## config.mk

```make
export PLATFORM = sky130hd
export DESIGN_NAME = spi_display_receiver_flat
export DESIGN_NICKNAME = d
export VERILOG_FILES = /design/src/rtl/spi_display_receiver_pkg.sv /design/src/rtl/spi_display_receiver_if.sv /design/src/rtl/spi_display_receiver_sync.sv /design/src/rtl/spi_display_receiver.sv /design/src/flat_wrapper.sv
export SDC_FILE = /design/constraint.sdc
export NUM_CORES = 1
export LEC_CHECK = 0
export ABC_AREA = 1
export BUFFER_PORTS_ARGS = -buffer_cell sky130_fd_sc_hd__buf_2
export CAP_MARGIN = 20
export CORE_MARGIN = 4
export CORE_UTILIZATION = 25
export CTS_CLUSTER_DIAMETER = 100
export DETAILED_ROUTE_END_ITERATION = 12
export GPL_TIMING_DRIVEN = 0
export HOLD_SLACK_MARGIN = 0.05
export SYNTH_ARGS = -nofsm -noshare
export SYNTH_HDL_FRONTEND = slang
export SYNTH_SLANG_ARGS = --single-unit
```

## constraint.sdc

```tcl
create_clock -name clk -period 1.4 [get_ports clk]
set_input_delay 0.14 -clock clk [delete_from_list [all_inputs] [get_ports clk]]
set_output_delay 0.14 -clock clk [all_outputs]
set_load 0.02 [all_outputs]
```

## src/rtl/spi_display_receiver_pkg.sv

```systemverilog
// ---------------------------------------------------------------------------
// spi_display_pkg
// Shared definitions for the SPI 7-segment display receiver:
//   - register address map (4-bit address field of each frame)
//   - frame length
//   - receiver state encoding
//   - Code-B font lookup (segment order: bit6 = A ... bit0 = G, DP excluded)
// ---------------------------------------------------------------------------
package spi_display_pkg;

    localparam int FRAME_BITS = 16;

    localparam logic [3:0] ADDR_NOOP      = 4'h0;
    localparam logic [3:0] ADDR_DIGIT0    = 4'h1;
    localparam logic [3:0] ADDR_DIGIT1    = 4'h2;
    localparam logic [3:0] ADDR_DIGIT2    = 4'h3;
    localparam logic [3:0] ADDR_DIGIT3    = 4'h4;
    localparam logic [3:0] ADDR_DIGIT4    = 4'h5;
    localparam logic [3:0] ADDR_DIGIT5    = 4'h6;
    localparam logic [3:0] ADDR_DIGIT6    = 4'h7;
    localparam logic [3:0] ADDR_DIGIT7    = 4'h8;
    localparam logic [3:0] ADDR_DECODE    = 4'h9;
    localparam logic [3:0] ADDR_INTENSITY = 4'hA;
    localparam logic [3:0] ADDR_SCANLIMIT = 4'hB;
    localparam logic [3:0] ADDR_SHUTDOWN  = 4'hC;
    localparam logic [3:0] ADDR_TEST      = 4'hF;

    typedef enum logic {
        ST_IDLE  = 1'b0,
        ST_SHIFT = 1'b1
    } rx_state_e;

    // Code-B font: 0-9, then '-', E, H, L, P, blank.
    function automatic logic [6:0] code_b_font(input logic [3:0] nib);
        logic [6:0] seg;
        case (nib)
            4'h0:    seg = 7'h7E;
            4'h1:    seg = 7'h30;
            4'h2:    seg = 7'h6D;
            4'h3:    seg = 7'h79;
            4'h4:    seg = 7'h33;
            4'h5:    seg = 7'h5B;
            4'h6:    seg = 7'h5F;
            4'h7:    seg = 7'h70;
            4'h8:    seg = 7'h7F;
            4'h9:    seg = 7'h7B;
            4'hA:    seg = 7'h01;
            4'hB:    seg = 7'h4F;
            4'hC:    seg = 7'h37;
            4'hD:    seg = 7'h0E;
            4'hE:    seg = 7'h67;
            default: seg = 7'h00;
        endcase
        return seg;
    endfunction

endpackage

```

## src/rtl/spi_display_receiver_if.sv

```systemverilog
// ---------------------------------------------------------------------------
// spi_display_if
// SPI link to the display receiver.
//   sck  : serial clock, data sampled on rising edge
//   cs   : chip select, active low
//   mosi : serial data, MSB first
// Modports: master drives the link, slave (the receiver) observes it.
// ---------------------------------------------------------------------------
interface spi_display_if;
    logic sck;
    logic cs;
    logic mosi;

    modport master (output sck, output cs, output mosi);
    modport slave  (input  sck, input  cs, input  mosi);
endinterface

```

## src/rtl/spi_display_receiver_sync.sv

```systemverilog
// ---------------------------------------------------------------------------
// spi_rx_sync
// Brings one asynchronous input into the clk domain and flags its edges.
//   clk, res : system clock, asynchronous active-low reset
//   din      : asynchronous input
//   level    : synchronized level, aligned with rise/fall
//   rise     : one-cycle pulse on a synchronized rising edge
//   fall     : one-cycle pulse on a synchronized falling edge
// Parameters: STAGES (synchronizer depth, >= 2), RESET_VAL (idle level).
// ---------------------------------------------------------------------------
module spi_rx_sync #(
    parameter int   STAGES    = 2,
    parameter logic RESET_VAL = 1'b0
) (
    input  logic clk,
    input  logic res,
    input  logic din,
    output logic level,
    output logic rise,
    output logic fall
);

    logic [STAGES-1:0] chain_q, chain_d;
    logic              prev_q,  prev_d;
    // Tracks which pipeline slots hold real pin samples rather than reset
    // values, so that a pin already at the non-idle level when reset is
    // released does not look like an edge.
    logic [STAGES:0]   vld_q,   vld_d;
    logic              rise_q,  rise_d;
    logic              fall_q,  fall_d;

    always_comb begin
        chain_d = {chain_q[STAGES-2:0], din};
        prev_d  = chain_q[STAGES-1];
        vld_d   = {vld_q[STAGES-1:0], 1'b1};
        rise_d  = vld_q[STAGES] &  chain_q[STAGES-1] & ~prev_q;
        fall_d  = vld_q[STAGES] & ~chain_q[STAGES-1] &  prev_q;
    end

    // NOTE: non-blocking assignments in clocked logic so every flop samples
    // the pre-edge value of its neighbour; blocking here would collapse the
    // synchronizer chain into a single stage.
    always_ff @(posedge clk or negedge res) begin
        if (!res) begin
            chain_q <= {STAGES{RESET_VAL}};
            prev_q  <= RESET_VAL;
            vld_q   <= '0;
            rise_q  <= 1'b0;
            fall_q  <= 1'b0;
        end else begin
            chain_q <= chain_d;
            prev_q  <= prev_d;
            vld_q   <= vld_d;
            rise_q  <= rise_d;
            fall_q  <= fall_d;
        end
    end

    assign level = prev_q;
    assign rise  = rise_q;
    assign fall  = fall_q;

endmodule

```

## src/rtl/spi_display_receiver.sv

```systemverilog
// ---------------------------------------------------------------------------
// spi_display_receiver
// SPI responder modelling a 7-segment display driver. Receives 16-bit
// MSB-first {address, data} frames delimited by cs and updates the digit,
// decode-mode, intensity, scan-limit, shutdown and display-test registers.
// Oversampled in the clk domain (clk >= 4x sck).
//
// Ports:
//   clk, res     : system clock, asynchronous active-low reset
//   spi          : spi_display_if.slave (sck, cs, mosi)
//   word_valid   : one-cycle pulse when a 16-bit frame is committed
//   word_out     : last committed frame
//   frame_err    : one-cycle pulse when a frame of the wrong length ends
//   digits       : digit i at [8i+7:8i], digit 0 is address 0x1
//   decode_mode, intensity, scan_limit, shutdown, display_test : registers
//   segs         : decoded segments, only when SPI_RX_CODEB_EN is defined
//
// Optional feature macro: SPI_RX_CODEB_EN (Code-B segment decode output).
// ---------------------------------------------------------------------------
module spi_display_receiver
    import spi_display_pkg::*;
#(
    parameter int NUM_DIGITS  = 8,
    parameter int SYNC_STAGES = 2
) (
    input  logic                    clk,
    input  logic                    res,
    spi_display_if.slave            spi,
    output logic                    word_valid,
    output logic [FRAME_BITS-1:0]   word_out,
    output logic                    frame_err,
    output logic [NUM_DIGITS*8-1:0] digits,
    output logic [7:0]              decode_mode,
    output logic [3:0]              intensity,
    output logic [2:0]              scan_limit,
    output logic                    shutdown,
`ifdef SPI_RX_CODEB_EN
    output logic [NUM_DIGITS*8-1:0] segs,
`endif
    output logic                    display_test
);

    localparam logic [4:0] BIT_CNT_FULL = 5'(FRAME_BITS);
    localparam logic [4:0] BIT_CNT_SAT  = 5'(FRAME_BITS + 1);

    logic sck_level, sck_rise, sck_fall;
    logic cs_level,  cs_rise,  cs_fall;
    logic mosi_level, mosi_rise, mosi_fall;

    spi_rx_sync #(.STAGES(SYNC_STAGES), .RESET_VAL(1'b0)) u_sync_sck (
        .clk(clk), .res(res), .din(spi.sck),
        .level(sck_level), .rise(sck_rise), .fall(sck_fall)
    );

    spi_rx_sync #(.STAGES(SYNC_STAGES), .RESET_VAL(1'b1)) u_sync_cs (
        .clk(clk), .res(res), .din(spi.cs),
        .level(cs_level), .rise(cs_rise), .fall(cs_fall)
    );

    spi_rx_sync #(.STAGES(SYNC_STAGES), .RESET_VAL(1'b0)) u_sync_mosi (
        .clk(clk), .res(res), .din(spi.mosi),
        .level(mosi_level), .rise(mosi_rise), .fall(mosi_fall)
    );

    // Only the sck rise, cs edges and mosi level are used; the rest exist
    // because the synchronizer is shared.
    logic unused_sync;
    assign unused_sync = ^{sck_level, sck_fall, cs_level, mosi_rise, mosi_fall};

    rx_state_e                   state_q, state_d;
    logic [FRAME_BITS-1:0]       shreg_q, shreg_d;
    logic [4:0]                  bit_cnt_q, bit_cnt_d;
    logic                        word_valid_q, word_valid_d;
    logic                        frame_err_q, frame_err_d;
    logic [FRAME_BITS-1:0]       word_q, word_d;
    logic [NUM_DIGITS-1:0][7:0]  digits_q, digits_d;
    logic [7:0]                  decode_q, decode_d;
    logic [3:0]                  intensity_q, intensity_d;
    logic [2:0]                  scan_q, scan_d;
    logic                        shutdown_q, shutdown_d;
    logic                        test_q, test_d;

    logic [3:0] wr_addr;
    logic [7:0] wr_data;
    assign wr_addr = shreg_q[11:8];
    assign wr_data = shreg_q[7:0];

    // NOTE: every variable gets a default at the top of the block, so paths
    // that do not assign it hold state instead of inferring a latch.
    always_comb begin
        state_d      = state_q;
        shreg_d      = shreg_q;
        bit_cnt_d    = bit_cnt_q;
        word_valid_d = 1'b0;
        frame_err_d  = 1'b0;
        word_d       = word_q;
        digits_d     = digits_q;
        decode_d     = decode_q;
        intensity_d  = intensity_q;
        scan_d       = scan_q;
        shutdown_d   = shutdown_q;
        test_d       = test_q;

        if (cs_fall) begin
            // A new select always restarts the frame.
            state_d   = ST_SHIFT;
            shreg_d   = '0;
            bit_cnt_d = '0;
        end else if (state_q == ST_SHIFT) begin
            if (cs_rise) begin
                // Commit cycle; an sck edge coinciding with it is dropped.
                state_d = ST_IDLE;
                if (bit_cnt_q == BIT_CNT_FULL) begin
                    word_valid_d = 1'b1;
                    word_d       = shreg_q;
                    for (int i = 0; i < NUM_DIGITS; i++) begin
                        if (wr_addr == ADDR_DIGIT0 + 4'(i)) digits_d[i] = wr_data;
                    end
                    case (wr_addr)
                        ADDR_DECODE:    decode_d    = wr_data;
                        ADDR_INTENSITY: intensity_d = wr_data[3:0];
                        ADDR_SCANLIMIT: scan_d      = wr_data[2:0];
                        ADDR_SHUTDOWN:  shutdown_d  = ~wr_data[0];
                        ADDR_TEST:      test_d      = wr_data[0];
                        default:        ;
                    endcase
                end else begin
                    frame_err_d = 1'b1;
                end
            end else if (sck_rise) begin
                shreg_d = {shreg_q[FRAME_BITS-2:0], mosi_level};
                if (bit_cnt_q != BIT_CNT_SAT) bit_cnt_d = bit_cnt_q + 5'd1;
            end
        end
    end

    always_ff @(posedge clk or negedge res) begin
        if (!res) begin
            state_q      <= ST_IDLE;
            shreg_q      <= '0;
            bit_cnt_q    <= '0;
            word_valid_q <= 1'b0;
            frame_err_q  <= 1'b0;
            word_q       <= '0;
            digits_q     <= '0;
            decode_q     <= '0;
            intensity_q  <= '0;
            scan_q       <= '0;
            shutdown_q   <= 1'b1;
            test_q       <= 1'b0;
        end else begin
            state_q      <= state_d;
            shreg_q      <= shreg_d;
            bit_cnt_q    <= bit_cnt_d;
            word_valid_q <= word_valid_d;
            frame_err_q  <= frame_err_d;
            word_q       <= word_d;
            digits_q     <= digits_d;
            decode_q     <= decode_d;
            intensity_q  <= intensity_d;
            scan_q       <= scan_d;
            shutdown_q   <= shutdown_d;
            test_q       <= test_d;
        end
    end

    assign word_valid   = word_valid_q;
    assign word_out     = word_q;
    assign frame_err    = frame_err_q;
    assign digits       = digits_q;
    assign decode_mode  = decode_q;
    assign intensity    = intensity_q;
    assign scan_limit   = scan_q;
    assign shutdown     = shutdown_q;
    assign display_test = test_q;

`ifdef SPI_RX_CODEB_EN
    always_comb begin
        segs = '0;
        if (!shutdown_q) begin
            if (test_q) begin
                segs = '1;
            end else begin
                for (int i = 0; i < NUM_DIGITS; i++) begin
                    if (decode_q[i]) begin
                        segs[8*i +: 8] = {digits_q[i][7], code_b_font(digits_q[i][3:0])};
                    end else begin
                        segs[8*i +: 8] = digits_q[i];
                    end
                end
            end
        end
    end
`endif

endmodule
```

## src/flat_wrapper.sv

```systemverilog
// flat-port wrapper written by rule: the top's interface ports become plain ports
module spi_display_receiver_flat import spi_display_pkg::*;
#(
    parameter int NUM_DIGITS  = 8,
    parameter int SYNC_STAGES = 2
)
  (clk, res, word_valid, word_out, frame_err, digits, decode_mode, intensity, scan_limit, shutdown, display_test, spi_sck, spi_cs, spi_mosi);
  spi_display_if spi_i ();
  input  logic clk;
  input  logic res;
  output logic word_valid;
  output logic [FRAME_BITS-1:0] word_out;
  output logic frame_err;
  output logic [NUM_DIGITS*8-1:0] digits;
  output logic [7:0] decode_mode;
  output logic [3:0] intensity;
  output logic [2:0] scan_limit;
  output logic shutdown;
  output logic display_test;
  input wire logic [$bits(spi_i.sck)-1:0] spi_sck;
  input wire logic [$bits(spi_i.cs)-1:0] spi_cs;
  input wire logic [$bits(spi_i.mosi)-1:0] spi_mosi;
  assign spi_i.sck = spi_sck;
  assign spi_i.cs = spi_cs;
  assign spi_i.mosi = spi_mosi;
  spi_display_receiver #(.NUM_DIGITS(NUM_DIGITS), .SYNC_STAGES(SYNC_STAGES)) u_core (.clk(clk), .res(res), .spi(spi_i), .word_valid(word_valid), .word_out(word_out), .frame_err(frame_err), .digits(digits), .decode_mode(decode_mode), .intensity(intensity), .scan_limit(scan_limit), .shutdown(shutdown), .display_test(display_test));
endmodule
```

==> qor.txt <==
Net switching power figure -> 2080 uW
Initial antenna violation count -> 0
Source-to-sink clock delay at the later pin of the worst-skew pair -> 0.42 ns
Seq cells post-synth -> 136
Endpoint of the worst-slack reg-to-reg timing path -> u_core.digits[46]
Cell type group with the largest total delay on the critical path -> buffers and inverters
First-pass GRT wire length -> 26600 um
GRT overflow -> 0
Endpoint of the worst setup timing path -> u_core.digits[46]
Power share of the clock group -> 52.1%
Cell at the root of the clock tree -> clkbuf_16
FF/Latch Area -> 0.00341 sq mm
Final Slew Violations -> 0
Vias/cell -> 4.57
Pin count of the biggest net entering global routing -> 70
Post-synth EDFFs -> 0
Total power after layout -> 9520 uW
Setup tns final -> -9.69 ns
Layout area overhead -> 51.7%
Core Util, Final -> 38.9%
TritonCTS clock tree -> done
Top-count cell post-synth -> nand2_1
Starting density of the core -> 25.7%
Post-synthesis sequential area ratio -> 62.6%
Largest cells by area after synthesis -> dfrtp_1 61%, nand2_1 15%, nand3_1 9.6%
Average routed wire per standard cell -> 16.6 um
CP required -> 1.75 ns
First DRT Iteration DRCs -> 248
Total wirelength of the detailed-routed design -> 17300 um
Warning count from the yosys run -> 0
Part of the power in registers -> 42.7%
Run status -> finished, violations left
Inserted Diodes -> 0
Actual transition at the worst max-transition pin -> 1.05 ns
Port Buf Inserts -> 103
Area occupied by multi-input gates -> 0.00237 sq mm
Die H -> 156 um
Top cell type's share of synthesized area -> 60.6%
Total Die Area -> 0.0242 sq mm
Inserted Clock Buffers -> 17
WP data arrival -> 1.92 ns
Achievable clock frequency -> 636 MHz
Peak supply drop -> 0.000565 V
Via Count -> 4754
Number of nets in the synthesized netlist -> 592
Count of unique library cells instantiated by Yosys -> 23
Critical-path top delay cell -> dfrtp_2
Leading cell types by count after synthesis -> 222 x nand2_1, 132 x dfrtp_1, 104 x nand3_1, 30 x o21ai_0, 18 x inv_1
Post-synthesis cell area -> 0.00545 sq mm
Critical path capture point type -> flop
Maximum fanout along the worst path -> 6
Cell internal pwr -> 7440 uW
Clk sink count -> 136
Cell with the most instances on the worst path -> buf_12
Most common flop cell mapped by yosys -> dfrtp_1
Core footprint -> 0.0212 sq mm
Category of the critical setup timing path -> reg2reg
Final critical-path share of the clock period -> 112%
Kind of start point of the critical path -> flop
Cell-by-cell listing of the critical path -> inv_2, ha_4, nand3_4, nor2_4, buf_12, buf_12, buf_12, buf_16, nand3_2, nand2_1
Avg Cell Area, Syn -> 9.33 sq um
Post-layout min period -> 1.57 ns
Failing checks -> setup timing
Hold crit path type -> in2async
Post-CTS clock slew at the launch and capture registers of the worst setup and hold paths -> 0.06 ns
Clock tree buffer depth -> 2
Via count of the first global-routing pass -> 4723
Unrepaired setup endpoints after global routing -> true
Worst setup skew after layout -> 0.0114 ns
Net switching share of the total power -> 21.8%
Fraction of registers with async set or reset after synthesis -> 100%
Start of the worst register-to-register path -> u_core.bit_cnt_q[0]
Minimum setup slack after placement -> -0.452 ns
Buffer and inverter count on the worst path -> 5
Number of fill cells in the layout -> 2084
Net count, final -> 760
Worst reg2reg setup slack -> -0.17 ns
Max-capacitance violation count -> 0
Layout cell share with drive strength beyond 1 -> 41.0%
First element of the critical path -> u_core.bit_cnt_q[0]
Number of DRC violations after detailed routing -> 0
# H-tree levels -> 4
Horizontal die dimension -> 156 um
Setup slack after layout -> -0.171 ns
Power density over the cells -> 1150 mW/mm^2
Count of final setup violators -> 98
Final Wtd Congestion -> 0.810
Depth of the most critical reg-to-reg path -> 10
Static Leakage -> 0.00425 uW
I/O pin count -> 104
1st-pass router iterations -> 5
Cell type with the highest aggregate area in the netlist -> dfrtp_1
Hold violation total from the final report -> 0
Post-DP HPWL -> 10700 um
Logic depth of the worst path, buffers included -> 10
Cell Rows -> 53
Headroom to the max-slew limit -> 29.9%
All-Layer GR Usage -> 14.4%
Cell count after synthesis -> 584
Maximum single-stage delay on the critical path -> 0.42 ns
Comb power frac -> 5.1%
Count of antenna-violating nets left after detailed routing -> 0
how the worst min path moves through the flow:
stage	slack (ns)	depth (start not counted)	to	start
CTS	0.31	2	u_core.u_sync_sck.chain_q[0]	res
finish	0.30	2	u_core.u_sync_sck.chain_q[0]	res
detailed placement	0.20	1	u_core.u_sync_sck.chain_q[0]	res
global placement	0.25	1	u_core.u_sync_sck.chain_q[0]	spi_sck
global route	0.34	2	u_core.u_sync_sck.chain_q[0]	spi_sck
floorplan	-0.16	0	u_core.bit_cnt_q[0]	res
power groups by stage:
stage               sequential (uW)  combinational [uW]  clock [uW]
floorplan                      4130                 178           0
global placement               4140                 319           0
detailed placement             4150                 340           0
CTS                            4070                 451        5060
global route                   4070                 545        5230
finish                         4070                 487        4960
worst register-to-register path: stages (launching register included):
cell	delay [ns]
dfrtp_2	0.42
inv_2	0.07
ha_4	0.13
nand3_4	0.08
nor2_4	0.13
buf_12	0.14
buf_12	0.14
buf_12	0.11
buf_16	0.11
nand3_2	0.06
nand2_1	0.10
metrics by stage:
stage | area [sq um] | hold WS (ns) | cells
4_1_cts | 8000 | 0.310 | 1028
5_1_grt | 8260 | 0.341 | 1040
3_3_place_gp | 6330 | 0.251 | 962
3_5_place_dp | 6360 | 0.197 | 963
6_report | 8260 | 0.296 | 1040
2_1_floorplan | 5470 | -0.156 | 584
layer usage:
| metal | GRT usage [%] | up-vias | wire (um) |
|---|---|---|---|
| met5 | 0 | - | 0 |
| met4 | 5.50 | 0 | 355 |
| met2 | 21.5 | 135 | 8040 |
| li1 | - | 2245 | - |
| met3 | 4.63 | 21 | 1070 |
| met1 | 19.5 | 2353 | 7810 |
area by class of cell:
| cell class | count | share of cell area [%] |
|---|---|---|
| plain buffers | 27 | 3.12 |
| clock buffers | 20 | 5.53 |
| clock inverters | 12 | 2.39 |
| inverters | 18 | 0.818 |
| multi-input cells | 402 | 28.7 |
| flip-flops and latches | 136 | 41.3 |
| well taps | 275 | 4.16 |
| repair buffers | 150 | 14.0 |
placed cells by master (no fill, tap or decap), drive strengths merged:
cell type,instances
nand2,232
buf,157
dfrtp,132
nand3,105
clkbuf,36
o21ai,31
inv,18
nor2,18
o31ai,6
bufinv,5
clkinv,5
dlygate4sd3,4
dfstp,4
ha,3
nand4,2
nor3,2
clkinvlp,2
or2,1
o21bai,1
conb,1
state kept, by name (all words and copies together) (netlist names), 2 cells and up:
name / count
u_core.bit_cnt_q: 5
u_core.decode_mode: 8
u_core.digits: 64
u_core.intensity: 4
u_core.scan_limit: 3
u_core.shreg_q: 16
u_core.u_sync_cs.chain_q: 2
u_core.u_sync_mosi.chain_q: 2
u_core.u_sync_sck.chain_q: 2
u_core.u_sync_sck.vld_q: 2
u_core.word_out: 16
timing repair:
action                                 4_1_cts  5_1_grt
endpoints found under the hold margin       68        0
gates cloned                                 9        3
pin swaps                                   50       42
gates resized for setup                    120       60
setup buffers                               21       15
hold buffers                                 4        0
setup endpoints to repair                  110      116
cells by family (layout without fill, tap and decap cells):
group,Yosys count,after routing,synth area share (%)
adder cells (fa/ha/maj),3,3,0.689
AO/OA/AOI/OAI,38,38,3.81
AND/OR/NAND/NOR,360,360,28.2
buffers and inverters,46,227,4.66
flip-flops,136,136,62.6
other,1,1,0.0689
Power figures use the tool's default switching activity.
